--- config.mk ---
export PLATFORM = sky130hd
export DESIGN_NAME = mem_access_arbiter
export DESIGN_NICKNAME = d
export VERILOG_FILES = /design/src/rtl/cpu_mem_pkg.sv /design/src/rtl/rr_arbiter2.sv /design/src/rtl/mem_access_arbiter.sv
export SDC_FILE = /design/constraint.sdc
export NUM_CORES = 1
export LEC_CHECK = 0
export CAP_MARGIN = 30
export CORE_MARGIN = 1
export CORE_UTILIZATION = 42
export CTS_BUF_LIST = sky130_fd_sc_hd__clkbuf_2
export DETAILED_ROUTE_END_ITERATION = 6
export PLACE_DENSITY = 0.82
export SYNTH_ARGS = -nofsm -noshare
export SYNTH_HDL_FRONTEND = slang
export SYNTH_SLANG_ARGS = --single-unit
--- constraint.sdc ---
create_clock -name clk -period 5.2 [get_ports clk]
set_input_delay 1.04 -clock clk [delete_from_list [all_inputs] [get_ports clk]]
set_output_delay 1.04 -clock clk [all_outputs]
set_load 0.02 [all_outputs]
--- src/rtl/cpu_mem_pkg.sv ---
// rtl/cpu_mem_pkg.sv - shared widths, FSM encoding and requester ids for the RAM arbiter
package cpu_mem_pkg;

    localparam int DEF_ADDR_W = 9;
    localparam int DEF_DATA_W = 32;

    typedef enum logic [1:0] {
        ST_IDLE  = 2'd0,
        ST_ISSUE = 2'd1,
        ST_WAIT  = 2'd2,
        ST_ACK   = 2'd3
    } state_t;

    localparam logic REQ_CPU = 1'b0;
    localparam logic REQ_LDR = 1'b1;

    // WAIT counter preload: WAIT lasts LAT cycles, ending when the count reaches 0
    function automatic logic [1:0] lat_preload(input int lat);
        return 2'(lat - 1);
    endfunction

endpackage

--- src/rtl/rr_arbiter2.sv ---
// rtl/rr_arbiter2.sv - two-way round-robin arbiter with one-hot grant and last_grant memory
module rr_arbiter2
    import cpu_mem_pkg::*;
(
    input  logic       clk,
    input  logic       rst,
    input  logic [1:0] req,
    input  logic       update,
    output logic [1:0] grant
);

    logic last_grant;

    always_comb begin
        grant = req;
        if (req[REQ_CPU] && req[REQ_LDR]) begin
            grant = (last_grant == REQ_LDR) ? 2'b01 : 2'b10;
        end
    end

    always_ff @(posedge clk or posedge rst) begin
        if (rst) begin
            last_grant <= REQ_LDR;
        end else if (update && (grant != 2'b00)) begin
            last_grant <= grant[REQ_LDR] ? REQ_LDR : REQ_CPU;
        end
    end

endmodule

--- src/rtl/mem_access_arbiter.sv ---
// rtl/mem_access_arbiter.sv - shares one RAM port between CPU and loader with fixed-latency sequencing
module mem_access_arbiter
    import cpu_mem_pkg::*;
#(
    parameter int ADDR_W = DEF_ADDR_W,
    parameter int DATA_W = DEF_DATA_W,
    parameter int RD_LAT = 1,
    parameter int WR_LAT = 1
) (
    input  logic              clk,
    input  logic              rst,
    input  logic              cpu_req,
    input  logic              cpu_we,
    input  logic [ADDR_W-1:0] cpu_addr,
    input  logic [DATA_W-1:0] cpu_wdata,
    output logic              cpu_ack,
    output logic [DATA_W-1:0] cpu_rdata,
    input  logic              ldr_req,
    input  logic              ldr_we,
    input  logic [ADDR_W-1:0] ldr_addr,
    input  logic [DATA_W-1:0] ldr_wdata,
    output logic              ldr_ack,
    output logic [DATA_W-1:0] ldr_rdata,
    output logic              ram_en,
    output logic              ram_we,
    output logic [ADDR_W-1:0] ram_addr,
    output logic [DATA_W-1:0] ram_wdata,
    input  logic [DATA_W-1:0] ram_rdata,
    output logic              busy
);

    if (RD_LAT < 1 || RD_LAT > 3) begin : g_bad_rd_lat
        $error("mem_access_arbiter: RD_LAT must be 1..3");
    end
    if (WR_LAT < 1 || WR_LAT > 3) begin : g_bad_wr_lat
        $error("mem_access_arbiter: WR_LAT must be 1..3");
    end

    localparam logic [1:0] RD_CNT = lat_preload(RD_LAT);
    localparam logic [1:0] WR_CNT = lat_preload(WR_LAT);

    state_t     state;
    logic [1:0] cnt;
    logic       owner;
    logic [1:0] grant;

    rr_arbiter2 u_arb (
        .clk    (clk),
        .rst    (rst),
        .req    ({ldr_req, cpu_req}),
        .update (state == ST_IDLE),
        .grant  (grant)
    );

    assign busy = (state != ST_IDLE);

    always_ff @(posedge clk or posedge rst) begin
        if (rst) begin
            state     <= ST_IDLE;
            cnt       <= 2'd0;
            owner     <= REQ_CPU;
            ram_en    <= 1'b0;
            ram_we    <= 1'b0;
            ram_addr  <= '0;
            ram_wdata <= '0;
            cpu_ack   <= 1'b0;
            ldr_ack   <= 1'b0;
            cpu_rdata <= '0;
            ldr_rdata <= '0;
        end else begin
            ram_en  <= 1'b0;
            cpu_ack <= 1'b0;
            ldr_ack <= 1'b0;
            case (state)
                ST_IDLE: begin
                    // operands are latched once here; later input changes are ignored
                    if (grant != 2'b00) begin
                        owner     <= grant[REQ_LDR];
                        ram_we    <= grant[REQ_LDR] ? ldr_we    : cpu_we;
                        ram_addr  <= grant[REQ_LDR] ? ldr_addr  : cpu_addr;
                        ram_wdata <= grant[REQ_LDR] ? ldr_wdata : cpu_wdata;
                        ram_en    <= 1'b1;
                        state     <= ST_ISSUE;
                    end
                end
                ST_ISSUE: begin
                    cnt   <= ram_we ? WR_CNT : RD_CNT;
                    state <= ST_WAIT;
                end
                ST_WAIT: begin
                    if (cnt == 2'd0) begin
                        state <= ST_ACK;
                        if (owner == REQ_LDR) begin
                            ldr_ack <= 1'b1;
                            if (!ram_we) ldr_rdata <= ram_rdata;
                        end else begin
                            cpu_ack <= 1'b1;
                            if (!ram_we) cpu_rdata <= ram_rdata;
                        end
                    end else begin
                        cnt <= cnt - 2'd1;
                    end
                end
                ST_ACK: begin
                    state <= ST_IDLE;
                end
                default: begin
                    state <= ST_IDLE;
                end
            endcase
        end
    end

endmodule

==> results.txt, run 1 <==
----------------------------------------------------
[Die]
  Effective utilization at floorplan ... 44.0%
  Placeable Area ... 11,100 sq um
  I/O pin count ... 230
  Placement Rows ... 38
  Die extent in x ... 110 um
  Die footprint ... 12,100 sq um
  Chip Height ... 110 um

[Clock network]
  Post-CTS clock slew at the launch and capture registers of the worst setup and hold paths ... 0.16 ns
  Post-cts gate resize count ... 0
  Clock Path Buffers ... 2
  Clock tree from TritonCTS ... done
  Clock latency on the worst-skew pair ... 0.67 ns
  Number of buffers created by CTS ... 17
  Max H-tree Level ... 4
  # hold bufs at CTS ... 0
  Clock sink count ... 115
  Clock root cell ... sky130_fd_sc_hd__clkbuf_2
  Setup bufs post-CTS ... 0

[Timing]
  Pins over their slew limit ... 0
  Sum of negative setup slack ... 0 ns
  Final min period ... 3.24 ns
  Slew at the pin closest to its max-slew limit ... 0.865 ns
  Relative slew slack ... 42.3%
  Highest Clock Rate ... 0.309 GHz
  WHS ... 0.509 ns
  Total of endpoints with negative setup slack in the final report ... 0
  Layout Skew ... 0.0187 ns
  Unrepaired setup endpoints after global routing ... false
  Share of the clock period used by the worst path ... 62.3%
  Number of hold violations in the final report ... 0

[Detailed routing]
  1st-pass router iterations ... 5
  Number of violations reported at the end of detailed-routing iteration 0 ... 231
  Post-route antenna net violation count ... 0
  Wirelength per Cell ... 17.4 um
  DRC violation count after routing ... 0
  Ratio of routed vias to standard cells ... 5.11
  WL final ... 13.7 mm
  Via count ... 4,032

[Critical path]
  Peak fanout along the critical path ... 5
  Worst setup path class ... reg -> out
  Worst Reg-to-Reg Cells ... 6
  Worst setup path startpoint ... state[0]
  FF-to-FF setup slack ... 3.20 ns
  Worst reg2reg startpoint ... state[0]
  Sequence of cells on the critical path ... inv_1 -> ha_1 -> inv_1 -> clkdlybuf4s50_1
  Kind of end point of the critical path ... output port
  Cell with the biggest individual delay on the critical path ... sky130_fd_sc_hd__clkdlybuf4s50_1
  Crit path required time ... 4.16 ns
  CP top delay family ... buffers and inverters
  Most common cell type on the critical path ... sky130_fd_sc_hd__inv_1
  RR Endpoint ... cpu_rdata[1]
  CP Launch Type ... flip-flop
  Buffers & Inverters on Critical Path ... 3
  Stage delay of the slowest cell on the critical path ... 0.68 ns
  Arrival time at the worst endpoint ... 2.20 ns

[Synthesis]
  Synthesized area per cell ... 12.0 sq um
  Yosys warnings ... 0
  Most used flip-flop cell after synthesis ... sky130_fd_sc_hd__dfrtp_1
  Mapped Area ... 4880 sq um
  Post-synth EDFFs ... 0
  Register bit total from synthesis ... 115
  Fraction of registers with async set/reset ... 100%
  Synthesized Nets ... 531
  Share of the yosys chip area belonging to registers ... 59.0%
  Synthesized instance count ... 406
  Yosys cell types ... 32

[Global route]
  Vias in the first global route ... 4,235
  Wire length of the first global-routing pass ... 21.2 mm
  Gr ovfl total ... 0
  Total GRT Usage ... 23.8%
  Initial antenna violation count ... 0
  Pin count of the biggest net entering global routing ... 54

[Flow run]
  MaxCap Viol Count ... 0

[Status]
  Status ... finished, final reports clean

[Finish]
  Post-layout instance area ... 7510 sq um
  Most frequent standard cell in the layout excluding fill and tap cells ... sky130_fd_sc_hd__clkdlybuf4s50_1
  Layout cells sized above 1 ... 16.3%
  Highest-count cells in the layout ignoring fill and taps ... sky130_fd_sc_hd__clkdlybuf4s50_1 (229), sky130_fd_sc_hd__dfrtp_1 (114), sky130_fd_sc_hd__a21oi_1 (85), sky130_fd_sc_hd__nand2_1 (44), sky130_fd_sc_hd__nor2_1 (44)
  Area growth from synthesis to layout ... 54.0%
  Count of antenna diodes in the layout ... 0
  Net total in the final layout ... 761

[Hold path]
  Start point of the worst min-delay path ... cpu_rdata[27]
  Hold-critical path depth ... 1
  Destination of the worst hold path ... cpu_rdata[27]
  Hold crit path type ... reg -> reg

[Power]
  Total power density per cell area ... 632 nW/um^2
  Leak Pwr ... 3.31 nW
  IR Drop Worst-Case VDD ... 0.412 mV

[Place]
  DPL Wire Length ... 10.2 mm
  Buffers added on ports ... 229
  Global placement routability congestion ... 0.808
  Placed cell areas ... 7270 sq um

----------------------------------------------------
==> state kept, by name, indices dropped and copies added, names as in the netlist <==
name,flops
ram_wdata,32
ldr_ack,1
ram_addr,9
cpu_ack,1
u_arb.last_grant,1
owner,1
ldr_rdata,32
ram_we,1
cnt,2
cpu_rdata,32
ram_en,1
state,2
==> per-layer routing <==
layer  track usage (%)  routed length, um  vias to the layer above  share of wire, %
met3              9.48               1500                       25                11
met4              10.0                301                        0               2.2
met5                 0                  0                        -                 0
met2              40.1               6720                      210                49
li1                  -                  -                     1847                 -
met1              26.6               5170                     1950                38
==> worst max-delay path by stage <==
stage / cells after the start / endpoint / slack (ns)
after floorplan: 1 / cnt[0] / 1.12
after global placement: 4 / ram_we / 2.27
after detailed placement: 4 / ram_wdata[9] / 2.30
after CTS: 4 / busy / 1.88
after global routing: 4 / busy / 1.77
final: 4 / busy / 1.96
==> layout make-up <==
type | instances | area (sq um)
Sequential cell | 115 | 2880
Clock buffer | 20 | 100
Fill cell | 833 | 3560
Clock inverter | 12 | 139
Multi-Input combinational cell | 260 | 1820
Tap cell | 140 | 175
Inverter | 7 | 28.8
Timing Repair Buffer | 235 | 2370
==> where the power goes <==
group	total, mW	leakage (nW)	internal (mW)	switching [mW]
combinational	2.54	1.83	1.30	1.24
sequential	1.61	1.34	1.34	0.266
clock	0.597	0.144	0.266	0.331
total	4.75	3.31	2.91	1.84
==> worst reg2reg max path, delay by kind of cell (launching register included) <==
kind | cells | cell delay [ns]
buffers and inverters | 2 | 0.52
flip-flops | 1 | 0.42
multiplexers | 1 | 0.41
adder cells (fa/ha/maj) | 1 | 0.30
AND/OR/NAND/NOR | 2 | 0.27
==> Yosys cell counts (2+ instances only) <==
library cell | count | share of area, %
sky130_fd_sc_hd__dfrtp_1 | 114 | 58
sky130_fd_sc_hd__mux2_4 | 30 | 9.2
sky130_fd_sc_hd__buf_2 | 7 | 0.72
sky130_fd_sc_hd__ha_1 | 5 | 1.3
sky130_fd_sc_hd__clkbuf_1 | 10 | 0.77
sky130_fd_sc_hd__buf_12 | 3 | 1.2
sky130_fd_sc_hd__mux2_1 | 2 | 0.46
sky130_fd_sc_hd__a21oi_1 | 85 | 8.7
sky130_fd_sc_hd__nor2_1 | 44 | 3.4
sky130_fd_sc_hd__o21ai_0 | 2 | 0.21
sky130_fd_sc_hd__nand2_1 | 44 | 3.4
sky130_fd_sc_hd__buf_4 | 3 | 0.46
sky130_fd_sc_hd__mux2_2 | 33 | 7.6
sky130_fd_sc_hd__inv_1 | 6 | 0.46
==> kinds of logic (layout without fill, tap and decap cells) <==
group / after synthesis / in the layout / share of synthesized area, %
fa+ha+maj: 5 / 5 / 1.28
compound gates: 93 / 93 / 10.1
buf+inv: 31 / 274 / 3.95
simple gates: 96 / 96 / 8.18
mux: 66 / 66 / 17.5
flops: 115 / 115 / 59.0
==> stage by stage <==
stage / util (%) / power, mW / std cells / worst slack [ns]
after floorplan: - / 2.97 / 406 / 1.12
after global placement: 65.2 / 4.08 / 755 / 2.27
after detailed placement: 65.7 / 4.19 / 757 / 2.30
after CTS: 67.8 / 4.79 / 789 / 1.88
after global routing: 67.8 / 5.05 / 789 / 1.77
final: 67.8 / 4.75 / 789 / 1.96
No activity file was read; power rests on OpenSTA's default activity.
==> run 2: changes to the inputs <==
- CORE_UTILIZATION: 42 -> 38
- PLACE_DENSITY: 0.82 -> 0.78
- clock period: 5.2 -> 2.6 ns (I/O delays scaled with it)
==> run 2 against run 1 <==
Net effect: sequential cell count did not move; total power rose by 95%; sequential share of layout area fell by 0.30 points; critical path depth did not move; final cell count rose by 4.4%; largest power group unchanged; highest routed layer unchanged.
==> results.txt, run 2 (same netlist as run 1, synthesis figures left out) <==
----------------------------------------------------
[Timing]
  WHS ... 0.278 ns
  Relative slew slack ... 58.5%
  Layout Skew ... 0.0364 ns
  Slew at the pin closest to its max-slew limit ... 0.621 ns
  Total of endpoints with negative setup slack in the final report ... 0
  Sum of negative setup slack ... 0 ns
  Share of the clock period used by the worst path ... 90.9%
  Unrepaired setup endpoints after global routing ... false
  Final min period ... 2.36 ns
  Highest Clock Rate ... 0.423 GHz
  Pins over their slew limit ... 0
  Number of hold violations in the final report ... 0

[Status]
  Status ... finished, final reports clean

[Detailed routing]
  Wirelength per Cell ... 15.7 um
  Ratio of routed vias to standard cells ... 4.86
  Post-route antenna net violation count ... 0
  Via count ... 4,001
  1st-pass router iterations ... 4
  WL final ... 12.9 mm
  DRC violation count after routing ... 0
  Number of violations reported at the end of detailed-routing iteration 0 ... 199

[Global route]
  Pin count of the biggest net entering global routing ... 44
  Total GRT Usage ... 20.0%
  Gr ovfl total ... 0
  Initial antenna violation count ... 0
  Wire length of the first global-routing pass ... 20.1 mm
  Vias in the first global route ... 4,027

[Clock network]
  Post-CTS clock slew at the launch and capture registers of the worst setup and hold paths ... 0.19 ns
  Clock tree from TritonCTS ... done
  Clock sink count ... 115
  Clock root cell ... sky130_fd_sc_hd__clkbuf_2
  # hold bufs at CTS ... 0
  Setup bufs post-CTS ... 0
  Max H-tree Level ... 4
  Clock latency on the worst-skew pair ... 0.66 ns
  Clock Path Buffers ... 2
  Number of buffers created by CTS ... 17

[Finish]
  Layout Utilization ... 60.3%
  Count of antenna diodes in the layout ... 0
  Area growth from synthesis to layout ... 55.2%
  Leading registers by flop count ... cpu_rdata: 32 flops, ldr_rdata: 32 flops, ram_wdata: 32 flops
  Net total in the final layout ... 764
  Layout cells sized above 1 ... 17.0%
  Post-layout instance area ... 7570 sq um
  Most frequent standard cell in the layout excluding fill and tap cells ... sky130_fd_sc_hd__clkdlybuf4s50_1
  Highest-count cells in the layout ignoring fill and taps ... sky130_fd_sc_hd__clkdlybuf4s50_1 (228), sky130_fd_sc_hd__dfrtp_1 (114), sky130_fd_sc_hd__a21oi_1 (85), sky130_fd_sc_hd__nand2_1 (44), sky130_fd_sc_hd__nor2_1 (44)

[Power]
  Leak Pwr ... 3.32 nW
  Total power density per cell area ... 1230 nW/um^2
  Total chip power ... 9.28 mW
  IR Drop Worst-Case VDD ... 0.421 mV

[Critical path]
  CP top delay family ... buffers and inverters
  Worst reg2reg startpoint ... state[0]
  CP Launch Type ... flip-flop
  FF-to-FF setup slack ... 0.59 ns
  Buffers & Inverters on Critical Path ... 3
  Worst setup path class ... reg -> out
  Arrival time at the worst endpoint ... 1.84 ns
  Cell with the biggest individual delay on the critical path ... sky130_fd_sc_hd__dfrtp_1
  Sequence of cells on the critical path ... inv_1 -> ha_2 -> inv_1 -> dlygate4sd2_1
  Peak fanout along the critical path ... 5
  Stages on the worst setup path ... 4
  Crit path required time ... 2.08 ns
  RR Endpoint ... cpu_rdata[0]
  Most common cell type on the critical path ... sky130_fd_sc_hd__inv_1
  Worst setup path endpoint ... busy
  Stage delay of the slowest cell on the critical path ... 0.43 ns
  Worst setup path startpoint ... state[0]
  Worst Reg-to-Reg Cells ... 6
  Kind of end point of the critical path ... output port

[Die]
  Placement Rows ... 41
  Effective utilization at floorplan ... 38.8%
  Die extent in x ... 115 um
  Placeable Area ... 12,600 sq um
  I/O pin count ... 230
  Chip Height ... 115 um
  Die footprint ... 13,300 sq um

[Place]
  DPL Wire Length ... 9.57 mm
  Placed cell areas ... 7380 sq um
  Global placement routability congestion ... 0.751
  Buffers added on ports ... 229

[Flow run]
  MaxCap Viol Count ... 0

[Hold path]
  Hold crit path type ... in -> async

----------------------------------------------------
## run 2: worst min-delay path by stage
| stage | from | to |
|---|---|---|
| after floorplan | cnt[0] | cnt[0] |
| after global placement | cpu_rdata[27] | cpu_rdata[27] |
| after detailed placement | cpu_rdata[20] | cpu_rdata[20] |
| after CTS | rst | ram_wdata[7] |
| after global routing | rst | ram_wdata[6] |
| final | rst | ram_wdata[7] |
## run 2: area by class of cell
cell class / count / area, sq um
Clock buffer: 20 / 100
Clock inverter: 12 / 91.3
Inverter: 7 / 30.0
Multi-Input combinational cell: 260 / 1820
Timing Repair Buffer: 238 / 2430
Fill cell: 1019 / 4990
Sequential cell: 115 / 2880
Tap cell: 172 / 215
## run 2: power by group
group | internal [mW] | switching (mW) | leakage [nW]
logic | 2.63 | 2.46 | 1.85
clock network | 0.340 | 0.645 | 0.130
registers | 2.68 | 0.515 | 1.34
total | 5.65 | 3.62 | 3.32
## run 2: stage by stage
stage / std cells / worst slack (ns)
after floorplan: 406 / 0.681
after detailed placement: 792 / 0.415
after global placement: 792 / 0.510
after CTS: 824 / 0.0561
final: 824 / 0.238
after global routing: 824 / 0.0457
## run 2: layer usage
metal	wire length, um	vias up	GRT usage [%]
li1	-	1850	-
met1	5130	1936	22.4
met2	6440	199	34.3
met3	1150	16	7.59
met4	205	0	8.31
met5	0	-	0
## run 2: worst reg2reg max path: cells and delay by family (launching register included)
kind          cells  cell delay [ns]
buf+inv           2             0.52
flops             1             0.43
mux               1             0.41
fa+ha+maj         1             0.30
simple gates      2             0.27
## run 2: repair_timing
item / 4_1_cts / 5_1_grt
pin swaps: 0 / 0
setup endpoints to repair: 1 / 1
gates resized for setup: 1 / 1
